File: src/rtl/biquad_iir_mc.sv
// biquad_iir_mc
//   Time-multiplexed, multi-channel Direct-Form-I biquad IIR section.
//   A single shared multiplier evaluates the five taps of one channel's
//   sample over five MAC cycles. Each accepted sample occupies 7 clocks.
//   Per-channel x/y history is kept internally. Coefficients are written to
//   a shadow bank and copied to the active bank only between samples.
//   The default coefficients implement the 1 Hz Butterworth highpass.
//
// Ports
//   clk          clock, rising edge
//   rst_n        asynchronous active-low reset
//   enable       0: synchronous clear of FSM, history and pending commit
//   in_valid     sample offered
//   in_ready     block can accept a sample this cycle
//   in_chan      channel of the offered sample
//   in_data      signed input sample (DW bits)
//   out_valid    one-cycle pulse, result valid
//   out_chan     channel of the result
//   out_data     signed filtered sample (DW bits)
//   out_sat      result was clipped (qualified by out_valid)
//   err_chan     one-cycle pulse: accepted in_chan >= NCH
//   coef_we      write coef_wdata into shadow coef[coef_addr]
//   coef_addr    0=b0 1=b1 2=b2 3=a1 4=a2, 5..7 ignored
//   coef_wdata   signed coefficient, FRAC fraction bits
//   coef_commit  request shadow->active copy at the next sample boundary
module biquad_iir_mc #(
  parameter int DW   = 32,
  parameter int CW   = 16,
  parameter int FRAC = 13,
  parameter int NCH  = 8,
  localparam int CHW = (NCH > 1) ? $clog2(NCH) : 1
) (
  input  logic                  clk,
  input  logic                  rst_n,
  input  logic                  enable,
  input  logic                  in_valid,
  output logic                  in_ready,
  input  logic [CHW-1:0]        in_chan,
  input  logic signed [DW-1:0]  in_data,
  output logic                  out_valid,
  output logic [CHW-1:0]        out_chan,
  output logic signed [DW-1:0]  out_data,
  output logic                  out_sat,
  output logic                  err_chan,
  input  logic                  coef_we,
  input  logic [2:0]            coef_addr,
  input  logic signed [CW-1:0]  coef_wdata,
  input  logic                  coef_commit
);

  localparam int PW = DW + CW;
  localparam int AW = DW + CW + 3;
  localparam logic signed [AW-1:0] HALF = {{(AW-1){1'b0}}, 1'b1} << (FRAC - 1);

  localparam logic signed [CW-1:0] B0_DEF = CW'(8192);
  localparam logic signed [CW-1:0] B1_DEF = CW'(-16384);
  localparam logic signed [CW-1:0] B2_DEF = CW'(8192);
  localparam logic signed [CW-1:0] A1_DEF = CW'(-16100);
  localparam logic signed [CW-1:0] A2_DEF = CW'(7913);

  typedef enum logic [1:0] {
    S_IDLE,
    S_MAC,
    S_WB
  } state_t;

  state_t                 state;
  logic [2:0]             k;
  logic signed [AW-1:0]   acc;
  logic [CHW-1:0]         cur_ch;
  logic signed [DW-1:0]   cur_x;
  logic                   commit_pend;

  logic signed [CW-1:0]   shd     [5];
  logic signed [CW-1:0]   shd_nxt [5];
  logic signed [CW-1:0]   act     [5];

  logic signed [DW-1:0]   hx1 [NCH];
  logic signed [DW-1:0]   hx2 [NCH];
  logic signed [DW-1:0]   hy1 [NCH];
  logic signed [DW-1:0]   hy2 [NCH];

  logic signed [CW-1:0]   mul_c;
  logic signed [DW-1:0]   mul_d;
  logic signed [PW-1:0]   mc_ext;
  logic signed [PW-1:0]   md_ext;
  logic signed [PW-1:0]   prod;

  logic signed [AW-1:0]   rsum;
  logic signed [AW-1:0]   rsh;
  logic                   pos_ovf;
  logic                   neg_ovf;
  logic signed [DW-1:0]   ydat;
  logic                   chan_bad;

  assign in_ready = rst_n & enable & (state == S_IDLE) & ~commit_pend;
  assign chan_bad = (int'(in_chan) >= NCH);

  // Shadow bank next value; a commit copies this so a write in the same
  // cycle as the copy is not lost.
  always_comb begin
    for (int unsigned i = 0; i < 5; i++) begin
      shd_nxt[i] = shd[i];
    end
    if (coef_we && (coef_addr < 3'd5)) begin
      shd_nxt[coef_addr] = coef_wdata;
    end
  end

  // Tap select for the shared multiplier: b0*x, b1*x1, b2*x2, a1*y1, a2*y2.
  always_comb begin
    mul_c = '0;
    mul_d = '0;
    case (k)
      3'd0: begin mul_c = act[0]; mul_d = cur_x;        end
      3'd1: begin mul_c = act[1]; mul_d = hx1[cur_ch];  end
      3'd2: begin mul_c = act[2]; mul_d = hx2[cur_ch];  end
      3'd3: begin mul_c = act[3]; mul_d = hy1[cur_ch];  end
      3'd4: begin mul_c = act[4]; mul_d = hy2[cur_ch];  end
      default: ;
    endcase
  end

  assign mc_ext = PW'(mul_c);
  assign md_ext = PW'(mul_d);
  assign prod   = mc_ext * md_ext;

  // Round half up, arithmetic shift, then clip to the DW-bit range.
  assign rsum    = acc + HALF;
  assign rsh     = rsum >>> FRAC;
  assign pos_ovf = ~rsh[AW-1] & (|rsh[AW-2:DW-1]);
  assign neg_ovf = rsh[AW-1] & ~(&rsh[AW-2:DW-1]);

  always_comb begin
    ydat = rsh[DW-1:0];
    if (pos_ovf) begin
      ydat = {1'b0, {(DW-1){1'b1}}};
    end else if (neg_ovf) begin
      ydat = {1'b1, {(DW-1){1'b0}}};
    end
  end

  always_ff @(posedge clk or negedge rst_n) begin
    if (!rst_n) begin
      state       <= S_IDLE;
      k           <= '0;
      acc         <= '0;
      cur_ch      <= '0;
      cur_x       <= '0;
      commit_pend <= 1'b0;
      out_valid   <= 1'b0;
      out_chan    <= '0;
      out_data    <= '0;
      out_sat     <= 1'b0;
      err_chan    <= 1'b0;
      shd[0] <= B0_DEF; shd[1] <= B1_DEF; shd[2] <= B2_DEF;
      shd[3] <= A1_DEF; shd[4] <= A2_DEF;
      act[0] <= B0_DEF; act[1] <= B1_DEF; act[2] <= B2_DEF;
      act[3] <= A1_DEF; act[4] <= A2_DEF;
      for (int unsigned i = 0; i < NCH; i++) begin
        hx1[i] <= '0;
        hx2[i] <= '0;
        hy1[i] <= '0;
        hy2[i] <= '0;
      end
    end else begin
      for (int unsigned i = 0; i < 5; i++) begin
        shd[i] <= shd_nxt[i];
      end
      out_valid <= 1'b0;
      err_chan  <= 1'b0;

      if (!enable) begin
        state       <= S_IDLE;
        k           <= '0;
        acc         <= '0;
        commit_pend <= 1'b0;
        for (int unsigned i = 0; i < NCH; i++) begin
          hx1[i] <= '0;
          hx2[i] <= '0;
          hy1[i] <= '0;
          hy2[i] <= '0;
        end
      end else begin
        if (coef_commit) begin
          commit_pend <= 1'b1;
        end

        case (state)
          S_IDLE: begin
            if (commit_pend) begin
              // Copy takes the whole IDLE cycle so no sample sees a mixed bank.
              for (int unsigned i = 0; i < 5; i++) begin
                act[i] <= shd_nxt[i];
              end
              commit_pend <= 1'b0;
            end else if (in_valid) begin
              if (chan_bad) begin
                err_chan <= 1'b1;
              end else begin
                cur_ch <= in_chan;
                cur_x  <= in_data;
                k      <= '0;
                acc    <= '0;
                state  <= S_MAC;
              end
            end
          end

          S_MAC: begin
            if (k < 3'd3) begin
              acc <= acc + AW'(prod);
            end else begin
              acc <= acc - AW'(prod);
            end
            k <= k + 3'd1;
            if (k == 3'd4) begin
              state <= S_WB;
            end
          end

          S_WB: begin
            out_data  <= ydat;
            out_chan  <= cur_ch;
            out_sat   <= pos_ovf | neg_ovf;
            out_valid <= 1'b1;
            hx2[cur_ch] <= hx1[cur_ch];
            hx1[cur_ch] <= cur_x;
            hy2[cur_ch] <= hy1[cur_ch];
            hy1[cur_ch] <= ydat;
            state <= S_IDLE;
          end

          default: state <= S_IDLE;
        endcase
      end
    end
  end

endmodule
File: config.mk
export PLATFORM = sky130hd
export DESIGN_NAME = biquad_iir_mc
export DESIGN_NICKNAME = d
export VERILOG_FILES = /design/src/rtl/biquad_iir_mc.sv
export SDC_FILE = /design/constraint.sdc
export NUM_CORES = 2
export LEC_CHECK = 0
export BUFFER_PORTS_ARGS = -buffer_cell sky130_fd_sc_hd__buf_2
export CAP_MARGIN = 25
export CORE_MARGIN = 2
export CORE_UTILIZATION = 65
export CTS_CLUSTER_DIAMETER = 120
export DETAILED_ROUTE_END_ITERATION = 8
export GPL_TIMING_DRIVEN = 1
export PLACE_DENSITY = 0.86
export SLEW_MARGIN = 20
export SYNTH_ARGS = -nofsm -noshare
export SYNTH_HDL_FRONTEND = slang
export SYNTH_SLANG_ARGS = --single-unit
File: constraint.sdc
create_clock -name clk -period 24.1 [get_ports clk]
set_clock_uncertainty 0.15 [all_clocks]
set_input_delay 3.615 -clock clk [delete_from_list [all_inputs] [get_ports clk]]
set_output_delay 3.615 -clock clk [all_outputs]
set_load 0.1 [all_outputs]
=== Word level (Yosys, flattened, before mapping) ===
Index checks and enable logic that the tools add are counted.

* Add/subtract/negate cells: 4
* $mul: 1
* $lt $le $gt $ge: 6
* Eq/ne operators: 11
* Muxes and demuxes: 54
* Bitwise gates (word level): 11
* Reduce and logical (&&, ||, !) cells: 12

{| class="wikitable"
|+ Operators by type and width
! operator !! count
|-
| two-way mux 256 bit || 8
|-
| bitwise mux 256 bit || 4
|-
| binary-select mux 32 bit (select 3 bit) || 4
|-
| two-way mux 32 bit || 11
|-
| two-way mux 51 bit || 4
|-
| case mux 32 bit (5 select lines) || 1
|-
| case mux 51 bit (2 select lines) || 1
|-
| demux 32 bit (select 3 bit) || 1
|-
| bitwise mux 80 bit || 1
|-
| two-way mux 80 bit || 1
|-
| case mux 16 bit (5 select lines) || 1
|-
| adder 51 x 14 -> 51 bit (second input constant) || 1
|-
| adder 51 x 48 -> 51 bit || 1
|-
| subtractor 51 x 48 -> 51 bit || 1
|-
| demux 16 bit (select 3 bit) || 1
|-
| multiplier 16 x 32 -> 48 bit || 1
|-
| two-way mux 16 bit || 1
|-
| two-way mux 3 bit || 3
|-
| inequality test 3 bit (second input constant) || 3
|-
| AND reduction 3 bit || 3
|-
| >= comparator 4 bit (second input constant) || 2
|-
| < comparator 4 x 1 -> 1 bit (second input constant) || 2
|-
| two-way mux 2 bit || 4
|-
| NOT 3 -> 4 bit || 2
|-
| 23 further kinds || 37
|}

* Flip-flop bits (word level): 1313
* Bits of input ports: 60
* Output and inout port bits: 39
* Logic and storage cells: 151

=== Logic depth before layout (Yosys ltp) ===
* Word-level depth: 10
* Gate-level depth with buffers: 55
* Depth with buffers taken out: 45

=== Worst setup path after synthesis ===
Ideal clock, no wire load.

* Kind: reg-to-reg
* Start: register cur_ch[1]
* End: register acc[50]
* Library setup time: 0.118 ns
* Arrival: 11.557 ns
* Data required time: 23.832 ns
* Setup slack: 12.275 ns
* Stages on the path, launching flop included: 51
* Path buffers: 9
* Clock period less this slack: 11.825 ns
* Cells stage by stage: dfrtp_1 buf_2 buf_1 buf_2 nor3_2 buf_2 buf_2 buf_1 clkbuf_1 a22oi_1 a41oi_1 a21oi_1 o2111ai_1 nand2_1 fa_1 inv_1 fa_1 inv_1 (+15 left out) nand2_1 or3_1 nor4_1 nor2_1 xnor2_1 ha_1 clkbuf_1 a21o_1 a21o_1 a211o_1 a21o_1 o21a_1 a41o_1 a221oi_1 o21ai_0 o221a_1 a41o_1 a21o_1

* Word-level cells in the longest chain between the ends: 10
* Elaborated cells on any way between the ends: 20
* Classes of those cells: add/sub (2); mul (1); mux (16); bitwise (1)

{| class="wikitable"
|+ Ends and longest elaborated chain
! item !! RTL line !! text
|-
| start: declaration || 70 || <nowiki>logic [CHW-1:0] cur_ch;</nowiki>
|-
| start signal: assignment || 201 || <nowiki>cur_ch <= in_chan;</nowiki>
|-
| NOT 3 -> 4 bit (not written as such) (*) || n/a ||
|-
| binary-select mux 32 bit (select 3 bit) (on tied branches) || n/a ||
|-
| two-way mux 32 bit (on tied branches) (2 in a row) || n/a ||
|-
| case mux 32 bit (5 select lines) (*) || 114 || <nowiki>case (k)</nowiki>
|-
| multiplier 16 x 32 -> 48 bit (*) || 126 || <nowiki>assign prod = mc_ext * md_ext;</nowiki>
|-
| subtractor 51 x 48 -> 51 bit or adder 51 x 48 -> 51 bit (tied branches) || 214, 212 ||
|-
| two-way mux 51 bit (*) || 211 || <nowiki>if (k < 3'd3) begin</nowiki>
|-
| case mux 51 bit (2 select lines) (*) || 189 || <nowiki>case (state)</nowiki>
|-
| two-way mux 51 bit (*) || 173 || <nowiki>if (!enable) begin</nowiki>
|-
| end signal: assignment || 212 || <nowiki>acc <= acc + AW'(prod);</nowiki>
|-
| end signal: assignment || 214 || <nowiki>acc <= acc - AW'(prod);</nowiki>
|-
| end: declaration || 69 || <nowiki>logic signed [AW-1:0] acc;</nowiki>
|}

Every way passes the cells marked *; elsewhere a longest branch is shown, timed or not. The select of a mux whose other input is x is not followed.
A chain may end at the register's enable or synchronous reset.

=== Final worst setup path ===
* Start: register cur_ch[2]
* End: register acc[50]

The elaborated chain is that of the path after synthesis.

==> results.md <==
* Slew Limit Fails at 0
* Root Driver: clkbuf_16
* CP max-delay cell: dfrtp_1
* Syn nets at 9009
* Finish-stage setup viols at 0
* Resize count post-CTS at 0
* Crit share post-route at 0.635
* Clock transition at path regs at 0.06 ns
* First-pass GRT wire length at 394 mm
* Share of cells above drive strength 1 at 0.0938
* Pin count of the biggest net entering global routing at 180
* # Post-CTS Setup Buffers at 0
* Startpoint types: flop
* Vias/cell at 6.84
* Die Area at 127000 um^2
* Core Footprint at 123000 um^2
* Worst Tran Pin Value at 1.12 ns
* Setup TNS at 0 ns
* Grt ovf at 0
* DRC viols at 0
* Register area at 32900 um^2
* Post-Syn Instances at 8291
* Crit path kind: flop to flop
* DR pass1 iterations at 9
* Final worst-path setup slack at 8.80 ns
* Clock sink count at 1313
* CP Data Required Time at 24.62 ns
* I/O pin count at 99
* Area contributors post-synth: dfrtp_1 (40%), fa_1 (12%), nand2_1 (8.1%), o211a_1 (6.5%), a22oi_1 (4.6%)
* Syn Area/Cell at 9.73 um^2
* Final min period at 15.30 ns
* Sequential-to-total area share from yosys stat at 0.408
* Clock Path Buffers at 3
* Design Area, Final at 86900 um^2
* Worst Path Max Fanout at 51
* Post-layout net count at 8701
* Synthesized flop and latch total at 1313
* Area after DPL at 81800 um^2
* WL/cell at 26.2 um
* Outcome: finished, final reports clean
* EDFF count, synth at 0
* Initial DRC count at 9299
* Clk_lat worst skew at 0.80 ns
* Hold Path Class: flop to flop
* Async SR Flop Fraction at 1.00
* Synth Flop Type: dfrtp_1
* H-Tree Depth at 4
* Max-Cap Viols at 0
* Routed via count at 66600
* Yosys top cell area share at 0.396
* Critical path endpoint category: flop
* Cell Area, Synth at 80600 um^2
* Number of global-route vias before repair at 68000
* Inserted Clock Buffers at 137
* Post-DRT Antenna Nets at 0
* RSZ-0062 raised after global routing: no
* Slew HR at 0.252
* # port buffers at 97
* Final GP Congestion at 0.957
* Multi-input logic area at 43000 um^2
* Util after Layout at 0.704
* Number of antenna violations at the first check in global routing at 9
* Synth cell types at 103
* Synth Warn # at 0
* Post-DP HPWL at 160 mm
* Slowest cell delay on critical path at 0.99 ns
* FMAX at 0.0653 GHz
* Initial Util at 0.653
* Total track usage at 0.403
* Fill cells at 8449
* Most used cell, CP: a21o_1
* Area grow syn2layout at 7.77%
* Die H at 356 um
* Post-place setup slack at 9.29 ns
* # rows at 129
* CTS Hold Bufs at 0
* CP arrival at 15.82 ns
* Yosys top cell by area: dfrtp_1
* Final wirelength at 255 mm
* Hold Fails Final Rpt at 0
* Die Span X at 356 um
* CTS tree: done
## sequential cells by signal, indices dropped and copies added, names as in the netlist
| name | cells |
|---|---|
| cur_ch | 3 |
| out_valid | 1 |
| out_sat | 1 |
| out_data | 32 |
| hx2 | 256 |
| shd | 80 |
| hy1 | 256 |
| act | 80 |
| cur_x | 32 |
| state | 2 |
| acc | 51 |
| hy2 | 256 |
| commit_pend | 1 |
| out_chan | 3 |
| hx1 | 256 |
| k | 3 |
## synth_stat cells, types with 36 or more instances
cell type  count
o211a_1      523
a21o_1        55
a21oi_1      163
dfstp_2       38
clkbuf_1     601
xor2_1        63
and4_1        84
inv_1        607
nor2_1       373
nand4_1       49
mux2_2       198
nand2b_1      53
fa_1         488
a22oi_1      493
a22o_1        36
dfrtp_1     1275
a21boi_0     246
xnor2_1      107
ha_1         170
buf_1         51
nand2_1     1746
o21ai_0      347
## worst paths after layout
path | cells past startpoint | endpoint | slack, ns | startpoint
worst max-delay path | 44 | acc[50] | 8.80 | cur_ch[2]
worst min-delay path | 2 | out_data[27] | 0.32 | out_data[27]
worst max register to register | 44 | acc[50] | 8.80 | cur_ch[2]
max in group asynchronous | 6 | act[11] | 17.35 | rst_n
worst min register to register | 2 | out_data[27] | 0.32 | out_data[27]
min in group asynchronous | 1 | hx1[49] | 2.66 | rst_n
## logic make-up (layout without fill, tap and decap cells)
group | Yosys count | after routing | share of synthesized area
AO/OA/AOI/OAI | 2153 | 2153 | 0.205
AND/OR/NAND/NOR | 2492 | 2492 | 0.131
multiplexers | 208 | 208 | 0.0289
XOR/XNOR | 171 | 171 | 0.0187
adder cells (fa/ha/maj) | 658 | 658 | 0.148
other | 1 | 4 | 0.0000465
buffers and inverters | 1295 | 1098 | 0.0609
flip-flops | 1313 | 1313 | 0.408
## cell usage in the layout, fill, tap and decap left out, drive strengths merged, types with 25 or more instances in the layout
| cell type | synthesis | routed |
|---|---|---|
| o21ai | 367 | 367 |
| buf | 84 | 236 |
| a21boi | 247 | 247 |
| a22o | 36 | 36 |
| nor3 | 25 | 25 |
| and3 | 27 | 27 |
| o211a | 524 | 524 |
| fa | 488 | 488 |
| a41o | 33 | 33 |
| dfstp | 38 | 38 |
| ha | 170 | 170 |
| a21o | 55 | 55 |
| nor2 | 374 | 374 |
| a22oi | 493 | 493 |
| and2 | 29 | 29 |
| a21oi | 165 | 165 |
| nand2b | 53 | 53 |
| clkbuf | 601 | 212 |
| xnor2 | 107 | 107 |
| inv | 607 | 618 |
| and4 | 85 | 85 |
| nand4 | 50 | 50 |
| xor2 | 64 | 64 |
| nand2 | 1746 | 1746 |
| nand3 | 34 | 34 |
| dfrtp | 1275 | 1275 |
| o21a | 27 | 27 |
| mux2 | 200 | 200 |
## critical path, delay by kind of cell, from the launching register on
kind / cells / cell delay (ns)
and+or+nand+nor: 8 / 2.97
DFF: 1 / 0.99
buffers and inverters: 7 / 2.09
adders and majority gates: 8 / 3.77
xor gates and xnor gates: 2 / 0.32
AOI/OAI and AO/OA: 19 / 4.74
## area by class of cell
type / count / share of cell area
clock buffer: 210 / 0.0472
tap: 1637 / 0.0236
timing repair buffer: 238 / 0.0218
antenna: 3 / 0.0000864
multi-input combinational: 5683 / 0.495
sequential: 1313 / 0.379
inverter: 610 / 0.0263
clock inverter: 40 / 0.00716
## layer usage
layer	wire length, um	up-vias	track usage
met4	17800	4	0.246
met5	33	-	0
li1	-	27700	-
met3	34000	1175	0.130
met1	89900	33100	0.504
met2	114000	4635	0.613
## metrics by stage
step / instances / hold slack (ns)
2_1_floorplan: 8291 / 0.293
4_1_cts: 9715 / 0.325
6_report: 9734 / 0.319
3_5_place_dp: 9465 / 0.308
3_3_place_gp: 9463 / 0.305
5_1_grt: 9733 / 0.346
Power is not shown: default switching activity piles up to over one toggle a cycle in this logic, so the estimate is an artifact.
